===== src/rtl/obstacle_follower_if.sv =====
// obstacle_follower_if -- handshake/data bundle for one obstacle-follower lane.
//   master : scroll/player side (drives move_tick, lead_pos, lane_en, player_*)
//   slave  : obstacle_follower (drives obj_x0..2, valid, frozen, hit, hit_count)
interface obstacle_follower_if;
    logic       move_tick;
    logic [9:0] lead_pos;
    logic       lane_en;
    logic [9:0] player_x;
    logic       player_in_lane;
    logic [9:0] obj_x0;
    logic [9:0] obj_x1;
    logic [9:0] obj_x2;
    logic       valid;
    logic       frozen;
    logic       hit;
    logic [7:0] hit_count;

    modport master (
        output move_tick, lead_pos, lane_en, player_x, player_in_lane,
        input  obj_x0, obj_x1, obj_x2, valid, frozen, hit, hit_count
    );

    modport slave (
        input  move_tick, lead_pos, lane_en, player_x, player_in_lane,
        output obj_x0, obj_x1, obj_x2, valid, frozen, hit, hit_count
    );
endinterface


===== src/rtl/obstacle_follower.sv =====
// obstacle_follower -- three horizontally spaced followers trailing a scroll
// leader on a 640-pixel wrapping line, with player collision detection.
//   clk    : 25 MHz pixel clock
//   rst_n  : asynchronous active-low reset, synchronous release
//   bus    : obstacle_follower_if.slave
//            in : move_tick, lead_pos[9:0], lane_en, player_x[9:0], player_in_lane
//            out: obj_x0..2[9:0], valid, frozen, hit (1-cycle), hit_count[7:0]
// Flow: IDLE/TRACK --tick--> CHECK (one cycle, tests registered positions)
//       --> HIT on collision (frozen for HIT_TICKS ticks, then reload + CHECK)
//       --> TRACK otherwise. lane_en=0 forces IDLE from anywhere.
module obstacle_follower #(
    parameter int GAP       = 160,
    parameter int OBJ_W     = 32,
    parameter int HIT_TICKS = 25
) (
    input  logic clk,
    input  logic rst_n,
    obstacle_follower_if.slave bus
);
    localparam int NUM_OBJ = 3;

    typedef enum logic [1:0] {IDLE, TRACK, CHECK, HIT} state_t;

    state_t state_q, state_d;
    logic [NUM_OBJ-1:0][9:0] obj_q;
    logic [NUM_OBJ-1:0][9:0] load_pos;
    logic [NUM_OBJ-1:0]      coll;
    logic [7:0] hold_q, hold_d;
    logic [7:0] cnt_q;
    logic       hit_q, hit_d;
    logic       ld, any_coll;

    // Per-follower position load and wrap-aware collision distance.
    // lead_pos + 2*GAP <= 639 + 426 < 1280, so one conditional subtract wraps.
    for (genvar k = 0; k < NUM_OBJ; k++) begin : g_obj
        logic [10:0] sum;
        logic [10:0] d;
        assign sum         = {1'b0, bus.lead_pos} + 11'(k * GAP);
        assign load_pos[k] = (sum >= 11'd640) ? 10'(sum - 11'd640) : sum[9:0];
        assign d           = (bus.player_x >= obj_q[k])
                           ? ({1'b0, bus.player_x} - {1'b0, obj_q[k]})
                           : ({1'b0, bus.player_x} + 11'd640 - {1'b0, obj_q[k]});
        assign coll[k]     = (d < 11'(OBJ_W));
    end

    // Any number of overlapping followers is still a single hit.
    assign any_coll = bus.player_in_lane && (bus.player_x < 10'd640) && (|coll);

    always_comb begin
        state_d = state_q;
        hold_d  = hold_q;
        hit_d   = 1'b0;
        ld      = 1'b0;
        if (!bus.lane_en) begin
            state_d = IDLE;
            hold_d  = 8'd0;
        end else begin
            case (state_q)
                IDLE, TRACK: begin
                    if (bus.move_tick) begin
                        ld      = 1'b1;
                        state_d = CHECK;
                    end
                end
                // move_tick is deliberately not looked at here.
                CHECK: begin
                    if (any_coll) begin
                        state_d = HIT;
                        hit_d   = 1'b1;
                        hold_d  = 8'(HIT_TICKS);
                    end else begin
                        state_d = TRACK;
                    end
                end
                HIT: begin
                    if (bus.move_tick) begin
                        if (hold_q <= 8'd1) begin
                            ld      = 1'b1;
                            hold_d  = 8'd0;
                            state_d = CHECK;
                        end else begin
                            hold_d = hold_q - 8'd1;
                        end
                    end
                end
                default: state_d = IDLE;
            endcase
        end
    end

    always_ff @(posedge clk or negedge rst_n) begin
        if (!rst_n) begin
            state_q <= IDLE;
            obj_q   <= '0;
            hold_q  <= 8'd0;
            hit_q   <= 1'b0;
            cnt_q   <= 8'd0;
        end else begin
            state_q <= state_d;
            hold_q  <= hold_d;
            hit_q   <= hit_d;
            if (!bus.lane_en)
                obj_q <= '0;
            else if (ld)
                obj_q <= load_pos;
            if (hit_d && cnt_q != 8'hFF)
                cnt_q <= cnt_q + 8'd1;
        end
    end

    assign bus.obj_x0    = obj_q[0];
    assign bus.obj_x1    = obj_q[1];
    assign bus.obj_x2    = obj_q[2];
    assign bus.valid     = (state_q != IDLE);
    assign bus.frozen    = (state_q == HIT);
    assign bus.hit       = hit_q;
    assign bus.hit_count = cnt_q;
endmodule


===== src/flat_wrapper.sv =====
// flat-port wrapper written by rule: the top's interface ports become plain ports
module obstacle_follower_flat 
#(
    parameter int GAP       = 160,
    parameter int OBJ_W     = 32,
    parameter int HIT_TICKS = 25
)
  (clk, rst_n, bus_move_tick, bus_lead_pos, bus_lane_en, bus_player_x, bus_player_in_lane, bus_obj_x0, bus_obj_x1, bus_obj_x2, bus_valid, bus_frozen, bus_hit, bus_hit_count);
  obstacle_follower_if bus_i ();
  input  logic clk;
  input  logic rst_n;
  input wire logic [$bits(bus_i.move_tick)-1:0] bus_move_tick;
  input wire logic [$bits(bus_i.lead_pos)-1:0] bus_lead_pos;
  input wire logic [$bits(bus_i.lane_en)-1:0] bus_lane_en;
  input wire logic [$bits(bus_i.player_x)-1:0] bus_player_x;
  input wire logic [$bits(bus_i.player_in_lane)-1:0] bus_player_in_lane;
  output wire logic [$bits(bus_i.obj_x0)-1:0] bus_obj_x0;
  output wire logic [$bits(bus_i.obj_x1)-1:0] bus_obj_x1;
  output wire logic [$bits(bus_i.obj_x2)-1:0] bus_obj_x2;
  output wire logic [$bits(bus_i.valid)-1:0] bus_valid;
  output wire logic [$bits(bus_i.frozen)-1:0] bus_frozen;
  output wire logic [$bits(bus_i.hit)-1:0] bus_hit;
  output wire logic [$bits(bus_i.hit_count)-1:0] bus_hit_count;
  assign bus_i.move_tick = bus_move_tick;
  assign bus_i.lead_pos = bus_lead_pos;
  assign bus_i.lane_en = bus_lane_en;
  assign bus_i.player_x = bus_player_x;
  assign bus_i.player_in_lane = bus_player_in_lane;
  assign bus_obj_x0 = bus_i.obj_x0;
  assign bus_obj_x1 = bus_i.obj_x1;
  assign bus_obj_x2 = bus_i.obj_x2;
  assign bus_valid = bus_i.valid;
  assign bus_frozen = bus_i.frozen;
  assign bus_hit = bus_i.hit;
  assign bus_hit_count = bus_i.hit_count;
  obstacle_follower #(.GAP(GAP), .OBJ_W(OBJ_W), .HIT_TICKS(HIT_TICKS)) u_core (.clk(clk), .rst_n(rst_n), .bus(bus_i));
endmodule

===== config.mk =====
export PLATFORM = sky130hd
export DESIGN_NAME = obstacle_follower_flat
export DESIGN_NICKNAME = d
export VERILOG_FILES = /design/src/rtl/obstacle_follower_if.sv /design/src/rtl/obstacle_follower.sv /design/src/flat_wrapper.sv
export SDC_FILE = /design/constraint.sdc
export NUM_CORES = 1
export LEC_CHECK = 0
export BUFFER_PORTS_ARGS = -buffer_cell sky130_fd_sc_hd__buf_4
export CORE_MARGIN = 2
export CORE_UTILIZATION = 30
export DETAILED_ROUTE_END_ITERATION = 10
export GPL_ROUTABILITY_DRIVEN = 0
export HOLD_SLACK_MARGIN = 0.08
export PLACE_DENSITY = 0.52
export RECOVER_POWER = 50
export SKIP_CTS_REPAIR_TIMING = 1
export SLEW_MARGIN = 15
export SYNTH_ARGS = -nofsm -noshare
export SYNTH_HDL_FRONTEND = slang
export SYNTH_SLANG_ARGS = --single-unit

===== constraint.sdc =====
create_clock -name clk -period 4.45 [get_ports clk]
set_clock_uncertainty 0.1 [all_clocks]
set_input_delay 0 -clock clk [delete_from_list [all_inputs] [get_ports clk]]
set_output_delay 0 -clock clk [all_outputs]
set_load 0.01 [all_outputs]

==> results of run 1 <==
cells by family after synthesis:
group,after synthesis
muxes,12
AOI/OAI and AO/OA,133
buffers and inverters,61
DFF,38
adders and majority gates,44
and+or+nand+nor,156
xor gates and xnor gates,21
power by group:
part	total, mW	internal [mW]	switching, mW
Sequential	0.395	0.369	0.0258
Clock	0.357	0.222	0.135
Combinational	0.477	0.203	0.273
Total	1.23	0.794	0.434
metal layers:
| metal | GRT usage (%) | routed length (um) | share of wire (%) | vias to the layer above |
|---|---|---|---|---|
| met3 | 1.76 | 256 | 2.5 | 11 |
| li1 | - | - | - | 1799 |
| met4 | 4.13 | 157 | 1.5 | 0 |
| met5 | 0 | 0 | 0 | - |
| met2 | 24.2 | 4840 | 48 | 58 |
| met1 | 21.3 | 4900 | 48 | 1695 |
cell type report:
| type | instances | area [um2] | share of cell area, % |
|---|---|---|---|
| Multi-Input combinational cell | 366 | 2560 | 56.3 |
| Sequential cell | 38 | 951 | 20.9 |
| Timing Repair Buffer | 77 | 529 | 11.7 |
| Tap cell | 168 | 210 | 4.63 |
| Inverter | 39 | 146 | 3.22 |
| Clock buffer | 7 | 143 | 3.14 |
| Clock inverter | 1 | 5.00 | 0.110 |
worst min path at each step:
stage	start	endpoint	slack, ps	depth (start not counted)
2_1_floorplan	rst_n	u_core.bus.hit	-400	0
3_3_place_gp	rst_n	u_core.bus.obj_x2[0]	-100	1
3_5_place_dp	rst_n	u_core.bus.obj_x1[5]	-100	1
4_1_cts	rst_n	u_core.bus.obj_x1[5]	-400	1
5_1_grt	bus_lead_pos[8]	u_core.bus.obj_x2[9]	120	4
6_report	bus_lead_pos[8]	u_core.bus.obj_x2[9]	100	4
cell usage in the layout, fill, tap and decap left out, drive strengths merged, types with 12 or more instances in the layout:
cell         instances
nand3               13
clkbuf              28
xnor2               12
a21oi               35
ha                  44
o21ai               16
a21o                14
buf                 44
nor2                34
nand2               51
dfrtp               38
a211oi              12
dlygate4sd3         12
inv                 39
sequential cells by signal, summed over array words and instances (netlist names):
register / count
u_core.bus.obj_x1: 5
u_core.bus.hit: 1
u_core.hold_q: 8
u_core.state_q: 2
u_core.bus.hit_count: 8
u_core.bus.obj_x0: 4
u_core.bus.obj_x2: 10
worst min-delay path: stages:
cell and delay [ps]:
buf_4 160, o22ai_1 130, nor2_1 100, a211oi_1 50
metrics by stage:
step	area, um2	util [%]	std cells	power, mW
floorplan	3780	-	465	0.737
detailed placement	4350	35.8	676	0.877
global route	4540	37.3	696	1.32
global placement	4350	35.8	676	0.876
CTS	4500	37.0	684	1.25
finish	4540	37.3	696	1.23
synth_stat cells (all sizes together) (11+ instances only):
cell / n
a211oi: 12
a21o: 14
a21oi: 35
buf: 11
clkbuf: 11
dfrtp: 38
ha: 44
inv: 39
nand2: 51
nand3: 13
nor2: 34
o21ai: 16
xnor2: 12
==> impl_results.md, run 1 <==
- Initial Utilization: 31.1%
- Drt initial violations: 175
- Clk Latency, worst-skew pair: 280 ps
- Synth Register Bits: 38
- Die Wd: 116 um
- Filler cells: 1283
- Max VDD drop: 0.000119 V
- Syn_nets: 534
- Post-synthesis compound-gate area fraction: 24.9%
- Routed Antenna Nets: 0
- Number of port buffers: 65
- FF-to-FF setup slack: 770 ps
- Post-synth ARST share: 100%
- RSZ-0062 raised after global routing: false
- Ratio of cells with drive above 1 in the final layout: 12.3%
- CTS tree: done
- CP cell instances: inv_1, ha_1, a21o_1, a21oi_4, a21oi_2, or4b_1, a211o_1, a221o_1, a311oi_4, and2_4, mux2_1
- Hold Path Class: in2reg
- Critical Path End Type: register
- Inserted Clock Buffers: 5
- Top post-synthesis cells by area: dfrtp_1 25%, ha_1 15%, nand2_1 5.1%
- Post-synthesis sequential area ratio: 25.2%
- Largest family of logic cells by synthesized area: compound AO/OA/AOI/OAI gates
- Netlist cell types: 60
- Clk pin slew, worst setup/hold paths: 60 ps
- Die height: 116 um
- First-pass GRT wire length: 16.4 mm
- Failing checks: max-capacitance violations, max-slew violations
- Simple-gate share of the synthesized area: 19.9%
- Syn avg cell area: 8.13 um2
- R2R Path End: u_core.bus.hit_count[1]
- Max Fclk: 272 MHz
- Die area: 0.0135 mm2
- Area leader, netlist: dfrtp_1
- Pin count of the biggest net entering global routing: 39
- Max_cap viols: 1
- Drt total wl: 10.2 mm
- Hold_ws: 97.2 ps
- Final WS setup: 770 ps
- Routed length per instance: 14.6 um
- Max_slew headroom: -36.5%
- H-Tree Depth: 2
- Fin crit share: 82.7%
- R2R Path Start: u_core.bus.obj_x2[3]
- Critical Path RT: 4520 ps
- Worst-margin pin slew: 2050 ps
- Status: complete, but fails checks
- Post-synth EDFFs: 0
- Area Overhead vs Synth: 20.2%
- Buf/Inv on CP: 1
- Post-Syn Area: 0.00378 mm2
- CP arrival: 3750 ps
- Gr ovfl total: 0
- Post-synthesis xor/xnor area fraction: 4.87%
- Top delay family on crit path: compound AO/OA/AOI/OAI gates
- CP Class: reg2reg
- Worst slack, placed: 779 ps
- Endpoints failing setup: 0
- Rows: 40
- I/O Pins: 66
- Vias/cell: 5.12
- Most used DFF post-synth: dfrtp_1
- Static leakage: 2.08 nW
- DRC errors left: 0
- Instance count of the mapped netlist: 465
- Post-Route Setup TNS: 0 ps
- Mux cell area share after synthesis: 3.38%
- Top-area cell type share of the netlist area: 25.2%
- Synth Warn #: 0
- Critical Path Source Type: register
- Max Slew Vio Count: 39
- Core outline area: 0.0122 mm2
- Routed vias: 3563
- Critical Path End: u_core.bus.hit_count[1]
- Pwr/cell area: 270 mW/mm2
- Worst-path maximum fanout: 7
- CTS max path bufs: 2
- Antenna violations before repair: 0
- Hold Vio Cnt, Final: 0
- N_diodes: 0
- Slowest cell on crit path: or4b_1
- Max incr delay on CP: 520 ps
- Nets: 596
- Detailed Routing Iterations Pass 1: 4
- Vias in the first global route: 3328
- Critical path launch point: u_core.bus.obj_x2[3]
- Worst R2R Path Depth: 11
- Critical Path Stages: 11
- Fin crit period: 3680 ps
- DP HPWL: 7.91 mm
- Root buffer cell: clkbuf_16
- CTS Sinks: 38
- Post-Synth Adder-Cell Area: 14.6%
- All-Layer GR Usage: 15.0%
No activity file was read; power rests on OpenSTA's default activity.
==> inputs of run 2 (changes only) <==
- PLACE_DENSITY: 0.52 -> 0.54
- clock period: 4.45 -> 3.25 ns (I/O delays scaled with it)
==> run 2 against run 1 <==
Net effect: largest power group unchanged; worst hold slack improved by 12 ps; highest routed layer unchanged; cell area rose by 13%; wire length rose by 6.6%; clock power rose by 59%; critical path depth rose by 1; critical path type unchanged; sequential share of layout area fell by 2.3 points; core utilization rose by 4.7 points; the run ends with max-capacitance violations, max-slew violations, negative setup slack left; flip-flop and latch count did not move.
==> impl_results.md, run 2 (synthesis results as in run 1) <==
- DP HPWL: 8.48 mm (+7.1%)
- Max Fclk: 301 MHz (+11%)
- CTS Sinks: 38 (unchanged)
- Max_slew headroom: -38.8% (-2.3 points)
- Failing checks: max-capacitance violations, max-slew violations, negative setup slack
- Max_cap viols: 1 (unchanged)
- FF-to-FF setup slack: -70 ps (-850 ps)
- Rows: 40 (unchanged)
- RSZ-0062 raised after global routing: true
- Critical Path Source Type: register
- Fin crit period: 3320 ps (-355 ps)
- Max VDD drop: 0.000215 V (+80%)
- Hold Path Stages: 4 (unchanged)
- Worst-path maximum fanout: 6 (-1)
- CTS max path bufs: 2 (unchanged)
- All-Layer GR Usage: 16.0% (+1.0 points)
- CP Class: reg2reg
- Max reg flops: 10 (unchanged)
- Worst R2R Path Depth: 12 (+1)
- Number of port buffers: 65 (unchanged)
- R2R Path Start: u_core.bus.obj_x2[3]
- Worst-margin pin slew: 2080 ps (+35.0 ps)
- Status: complete, but fails checks
- Max Slew Vio Count: 39 (unchanged)
- Routed length per instance: 14.5 um (-0.32%)
- Pin count of the biggest net entering global routing: 39 (unchanged)
- Area Overhead vs Synth: 35.3%
- Die height: 116 um (unchanged)
- I/O Pins: 66 (unchanged)
- Final WS setup: -74.9 ps (-845 ps)
- Hold Startpoint: bus_lead_pos[7]
- Core outline area: 0.0122 mm2 (unchanged)
- Static leakage: 2.37 nW (+14%)
- H-Tree Depth: 2 (unchanged)
- Endpoints failing setup: 3 (+3)
- R2R Path End: u_core.bus.hit_count[6]
- Hold_ws: 109 ps (+11.9 ps)
- Vias/cell: 5.13 (+0.14%)
- Drt total wl: 10.8 mm (+6.6%)
- CTS tree: done
- Most common cell after layout, fill and taps aside: buf_4
- Hold Vio Cnt, Final: 0 (unchanged)
- Vias in the first global route: 3529 (+6.0%)
- Nets: 645 (+8.2%)
- Worst Hold Endpoint: u_core.bus.obj_x0[9]
- Antenna violations before repair: 0 (unchanged)
- N_diodes: 0 (unchanged)
- Hold Path Class: in2reg
- Clk pin slew, worst setup/hold paths: 60 ps (about the same)
- Critical Path End Type: register
- Ratio of cells with drive above 1 in the final layout: 23.8% (+11 points)
- Post-Route Setup TNS: -142 ps (-142 ps)
- First-pass GRT wire length: 17.2 mm (+5.4%)
- Pwr/cell area: 369 mW/mm2 (+36%)
- CP arrival: 3390 ps (-360 ps)
- Die Wd: 116 um (unchanged)
- Routed Antenna Nets: 0 (unchanged)
- Clk Latency, worst-skew pair: 280 ps (about the same)
- Gr ovfl total: 0 (unchanged)
- Fin crit share: 102% (+20 points)
- Most frequent cells in the layout: 95 x buf_4, 51 x nand2_1, 41 x ha_1
- Root buffer cell: clkbuf_16
- Initial Utilization: 31.1% (unchanged)
- Routed vias: 3814 (+7.0%)
- DRC errors left: 0 (unchanged)
- Inserted Clock Buffers: 5 (unchanged)
- Drt initial violations: 236 (+35%)
- Critical Path RT: 3320 ps (-1200 ps)
- Die area: 0.0135 mm2 (unchanged)
- Detailed Routing Iterations Pass 1: 4 (unchanged)
run 2: changes by cell type in the layout (fill, tap and decap cells not counted), moves of 2 or more:
cell      change
ha_4          +3
clkbuf_1      -8
buf_4        +51
buf_6         +5
mux2_1        -2
ha_1          -3
mux2_4        +2
run 2: final cells by class:
class	count	area [um2]
Fill cell	1240	7050
Multi-Input combinational cell	366	2700
Sequential cell	38	951
Timing Repair Buffer	126	942
Tap cell	168	210
Inverter	39	146
Clock buffer	6	139
Clock inverter	1	30.0
run 2: per-layer routing:
layer | GRT usage (%) | routed length, um | up-vias
met5 | 0 | 0 | -
met2 | 25.9 | 5010 | 81
met3 | 2.39 | 472 | 11
met1 | 22.2 | 5200 | 1833
li1 | - | - | 1889
met4 | 5.00 | 142 | 0
run 2: worst max-delay path by stage:
| stage | startpoint | to | slack [ps] | depth (start not counted) |
|---|---|---|---|---|
| after floorplan | u_core.bus.obj_x2[1] | u_core.bus.hit_count[1] | -180 | 11 |
| after global placement | u_core.bus.obj_x2[3] | u_core.bus.hit_count[6] | -90 | 12 |
| after detailed placement | u_core.bus.obj_x2[3] | u_core.bus.hit_count[6] | -150 | 12 |
| after CTS | u_core.bus.obj_x2[3] | u_core.bus.hit_count[6] | -150 | 12 |
| after global routing | u_core.bus.obj_x2[3] | u_core.bus.hit_count[6] | -180 | 12 |
| final | u_core.bus.obj_x2[3] | u_core.bus.hit_count[6] | -70 | 12 |
run 2: metrics by stage:
step / setup WS [ps] / power, mW / instances / utilization, % / cell area (um2)
floorplan: -181 / 1.02 / 465 / - / 3830
global placement: -92.1 / 1.29 / 721 / 39.0 / 4740
detailed placement: -155 / 1.29 / 721 / 39.0 / 4740
CTS: -150 / 1.86 / 728 / 40.4 / 4910
global route: -183 / 2.01 / 744 / 42.0 / 5110
finish: -74.9 / 1.89 / 744 / 42.0 / 5110
run 2: worst max-delay path, stage by stage (launching register included):
cell and delay [ps]:
dfrtp_1 380, inv_2 70, ha_4 200, a21o_4 220, a21oi_4 150, a21oi_4 70
or4b_1 510, a211o_1 270, a221o_2 420, a311oi_4 300, buf_6 160, nand2_1 60
mux2_4 290
run 2: where the power goes:
group          total, mW  leakage (nW)  internal, mW  switching, mW
Clock              0.567        0.0829         0.379          0.189
Sequential         0.536         0.510         0.505         0.0309
Combinational      0.783          1.78         0.365          0.418
Total               1.89          2.37          1.25          0.638
==> inputs of run 3 (changes only) <==
- PLACE_DENSITY: 0.54 -> 0.52
- clock period: 3.25 -> 4.27 ns (I/O delays scaled with it)
==> run 3 against run 2 <==
Net effect: the flow finishes with violations (max-capacitance violations, max-slew violations); critical path depth unchanged; clock power down 13%; combinational power shrank 36%; final cell count fell by 6.5%; count of clock-buffer cells in the layout unchanged; wire length decreased by 7.2%; die area unchanged; maximum frequency is 9.4% lower; largest cell class unchanged; highest routed layer unchanged; largest power group unchanged; global-route usage is 1.1 points lower; first-iteration DRC count down 18%; worst hold slack worse by 15 ps.
==> impl_results.md, run 3 (synthesis results as in run 1) <==
- Status: complete, but fails checks
- Failing checks: max-capacitance violations, max-slew violations
- Max VDD drop: 0.000184 V (-14%)
- Root buffer cell: clkbuf_16
- CTS Sinks: 38 (unchanged)
- Max_cap viols: 1 (unchanged)
- Drt initial violations: 194 (-18%)
- Worst-path maximum fanout: 5 (-1)
- Routed length per instance: 14.4 um (-0.80%)
- N_diodes: 0 (unchanged)
- H-Tree Depth: 2 (unchanged)
- Most common cell after layout, fill and taps aside: nand2_1
- Endpoints failing setup: 0 (-3)
- Critical Path RT: 4390 ps (+1070 ps)
- Drt total wl: 10.0 mm (-7.2%)
- Max incr delay on CP: 560 ps (+50 ps)
- Vias in the first global route: 3302 (-6.4%)
- Detailed Routing Iterations Pass 1: 4 (unchanged)
- Post-Route Setup TNS: 0 ps (+142 ps)
- All-Layer GR Usage: 15.0% (-1.1 points)
- Vias/cell: 5.05 (-1.5%)
- Routed Antenna Nets: 0 (unchanged)
- Ratio of cells with drive above 1 in the final layout: 12.5% (-11 points)
- Critical Path End Type: register
- Die Wd: 116 um (unchanged)
- Rows: 40 (unchanged)
- Fin crit period: 3670 ps (+345 ps)
- Inserted Clock Buffers: 5 (unchanged)
- Hold Vio Cnt, Final: 0 (unchanged)
- CTS tree: done
- RSZ-0062 raised after global routing: false
- Initial Utilization: 31.1% (unchanged)
- Number of port buffers: 65 (unchanged)
- Gate power share: 35.6% (-5.9 points)
- Critical Path Source Type: register
- Clk Latency, worst-skew pair: 280 ps (about the same)
- Sw frac: 32.5% (-1.3 points)
- Most frequent cells in the layout: 51 x nand2_1, 44 x ha_1, 44 x buf_4
- Static leakage: 2.10 nW (-12%)
- CTS max path bufs: 2 (unchanged)
- Area Overhead vs Synth: 21.6%
- Final Cell Area: 0.00459 mm2 (-10%)
- First-pass GRT wire length: 16.3 mm (-5.5%)
- Worst-margin pin slew: 2040 ps (-46.6 ps)
- Die height: 116 um (unchanged)
- Internal: 0.948 mW (-24%)
- Fin cells: 696 (-6.5%)
- CP Class: reg2reg
- Gr ovfl total: 0 (unchanged)
- Nets: 596 (-7.6%)
- Placed Cells incl. Taps: 676 (-6.2%)
- Max_slew headroom: -35.7% (+3.1 points)
- Max Fclk: 273 MHz (-9.4%)
- CP arrival: 3790 ps (+400 ps)
- Pin count of the biggest net entering global routing: 39 (unchanged)
- Pwr/cell area: 306 mW/mm2 (-17%)
- Sequential Power Share: 29.2% (+0.8 points)
- Routed vias: 3514 (-7.9%)
- Hold Path Class: in2reg
- Fin crit share: 85.9% (-16 points)
- Slowest cell on crit path: dlygate4sd3_1
- Placement Cell Area: 0.00435 mm2 (-8.2%)
- Antenna violations before repair: 0 (unchanged)
- Net Sw Power: 0.457 mW (-28%)
- CP cell instances: inv_1, ha_1, a21o_1, a21oi_4, a21oi_2, or4b_1, a211o_1, a221o_1, nand3_1, nand4_1, a31oi_1, dlygate4sd3_1
- DP HPWL: 7.95 mm (-6.2%)
- Die area: 0.0135 mm2 (unchanged)
- DRC errors left: 0 (unchanged)
- Max reg flops: 10 (unchanged)
- Clock group share of total power: 35.2% (+5.1 points)
- I/O Pins: 66 (unchanged)
- Core outline area: 0.0122 mm2 (unchanged)
- Hold_ws: 94.0 ps (-15.1 ps)
- Clk pin slew, worst setup/hold paths: 60 ps (about the same)
- Max Slew Vio Count: 39 (unchanged)
## run 3: cell types whose count changed in the layout (fill, tap and decap cells not counted), moves of 2 or more
| cell | previous run | this run |
|---|---|---|
| ha_4 | 3 | 0 |
| mux2_4 | 2 | 0 |
| buf_6 | 5 | 0 |
| mux2_1 | 0 | 2 |
| buf_4 | 95 | 44 |
| clkbuf_1 | 14 | 21 |
| ha_1 | 41 | 44 |
## run 3: per-stage QoR
stage                     power (mW)  setup slack (ps)  util [%]
after CTS                       1.42               590      37.4
after global routing            1.49               349      37.8
after detailed placement       0.915               593      35.8
after global placement         0.913               641      35.8
after floorplan                0.768               772         -
final                           1.40               600      37.8
## run 3: power by group through the flow
| stage | sequential (mW) | combinational (mW) | clock (mW) |
|---|---|---|---|
| finish | 0.411 | 0.500 | 0.495 |
| global route | 0.415 | 0.559 | 0.521 |
| CTS | 0.412 | 0.500 | 0.507 |
| detailed placement | 0.417 | 0.498 | 0 |
| global placement | 0.417 | 0.496 | 0 |
| floorplan | 0.418 | 0.350 | 0 |
## run 3: metal layers
layer | wire [um] | track usage, % | up-vias
li1 | - | - | 1800
met1 | 5010 | 21.5 | 1673
met2 | 4810 | 24.1 | 39
met3 | 164 | 1.66 | 2
met4 | 54 | 3.57 | 0
met5 | 0 | 0 | -
## run 3: final timing paths
| path | startpoint | end | slack, ps | cells after the start |
|---|---|---|---|---|
| hold reg to reg | u_core.bus.hit_count[4] | u_core.bus.hit_count[4] | 390 | 1 |
| setup reg to reg | u_core.bus.obj_x2[3] | u_core.state_q[1] | 600 | 12 |
| min in group asynchronous | rst_n | u_core.bus.obj_x1[5] | 730 | 2 |
| max in group asynchronous | rst_n | u_core.bus.obj_x2[8] | 2160 | 2 |
| setup / recovery | u_core.bus.obj_x2[3] | u_core.state_q[1] | 600 | 12 |
| hold / removal | bus_lead_pos[8] | u_core.bus.obj_x2[9] | 90 | 4 |
## run 3: cell type report
class | instances | area, um2
flip-flops and latches | 38 | 951
well taps | 168 | 210
repair buffers | 77 | 529
clock buffers | 6 | 139
fillers | 1282 | 7570
clock inverters | 2 | 60.1
inverters | 39 | 146
multi-input cells | 366 | 2560
## run 3: worst max-delay path: cells and delay by family, from the launching register on
kind,cells,cell delay [ps]
AOI/OAI and AO/OA,6,1400
and+or+nand+nor,3,740
buffers and inverters,2,620
DFF,1,410
adders and majority gates,1,320
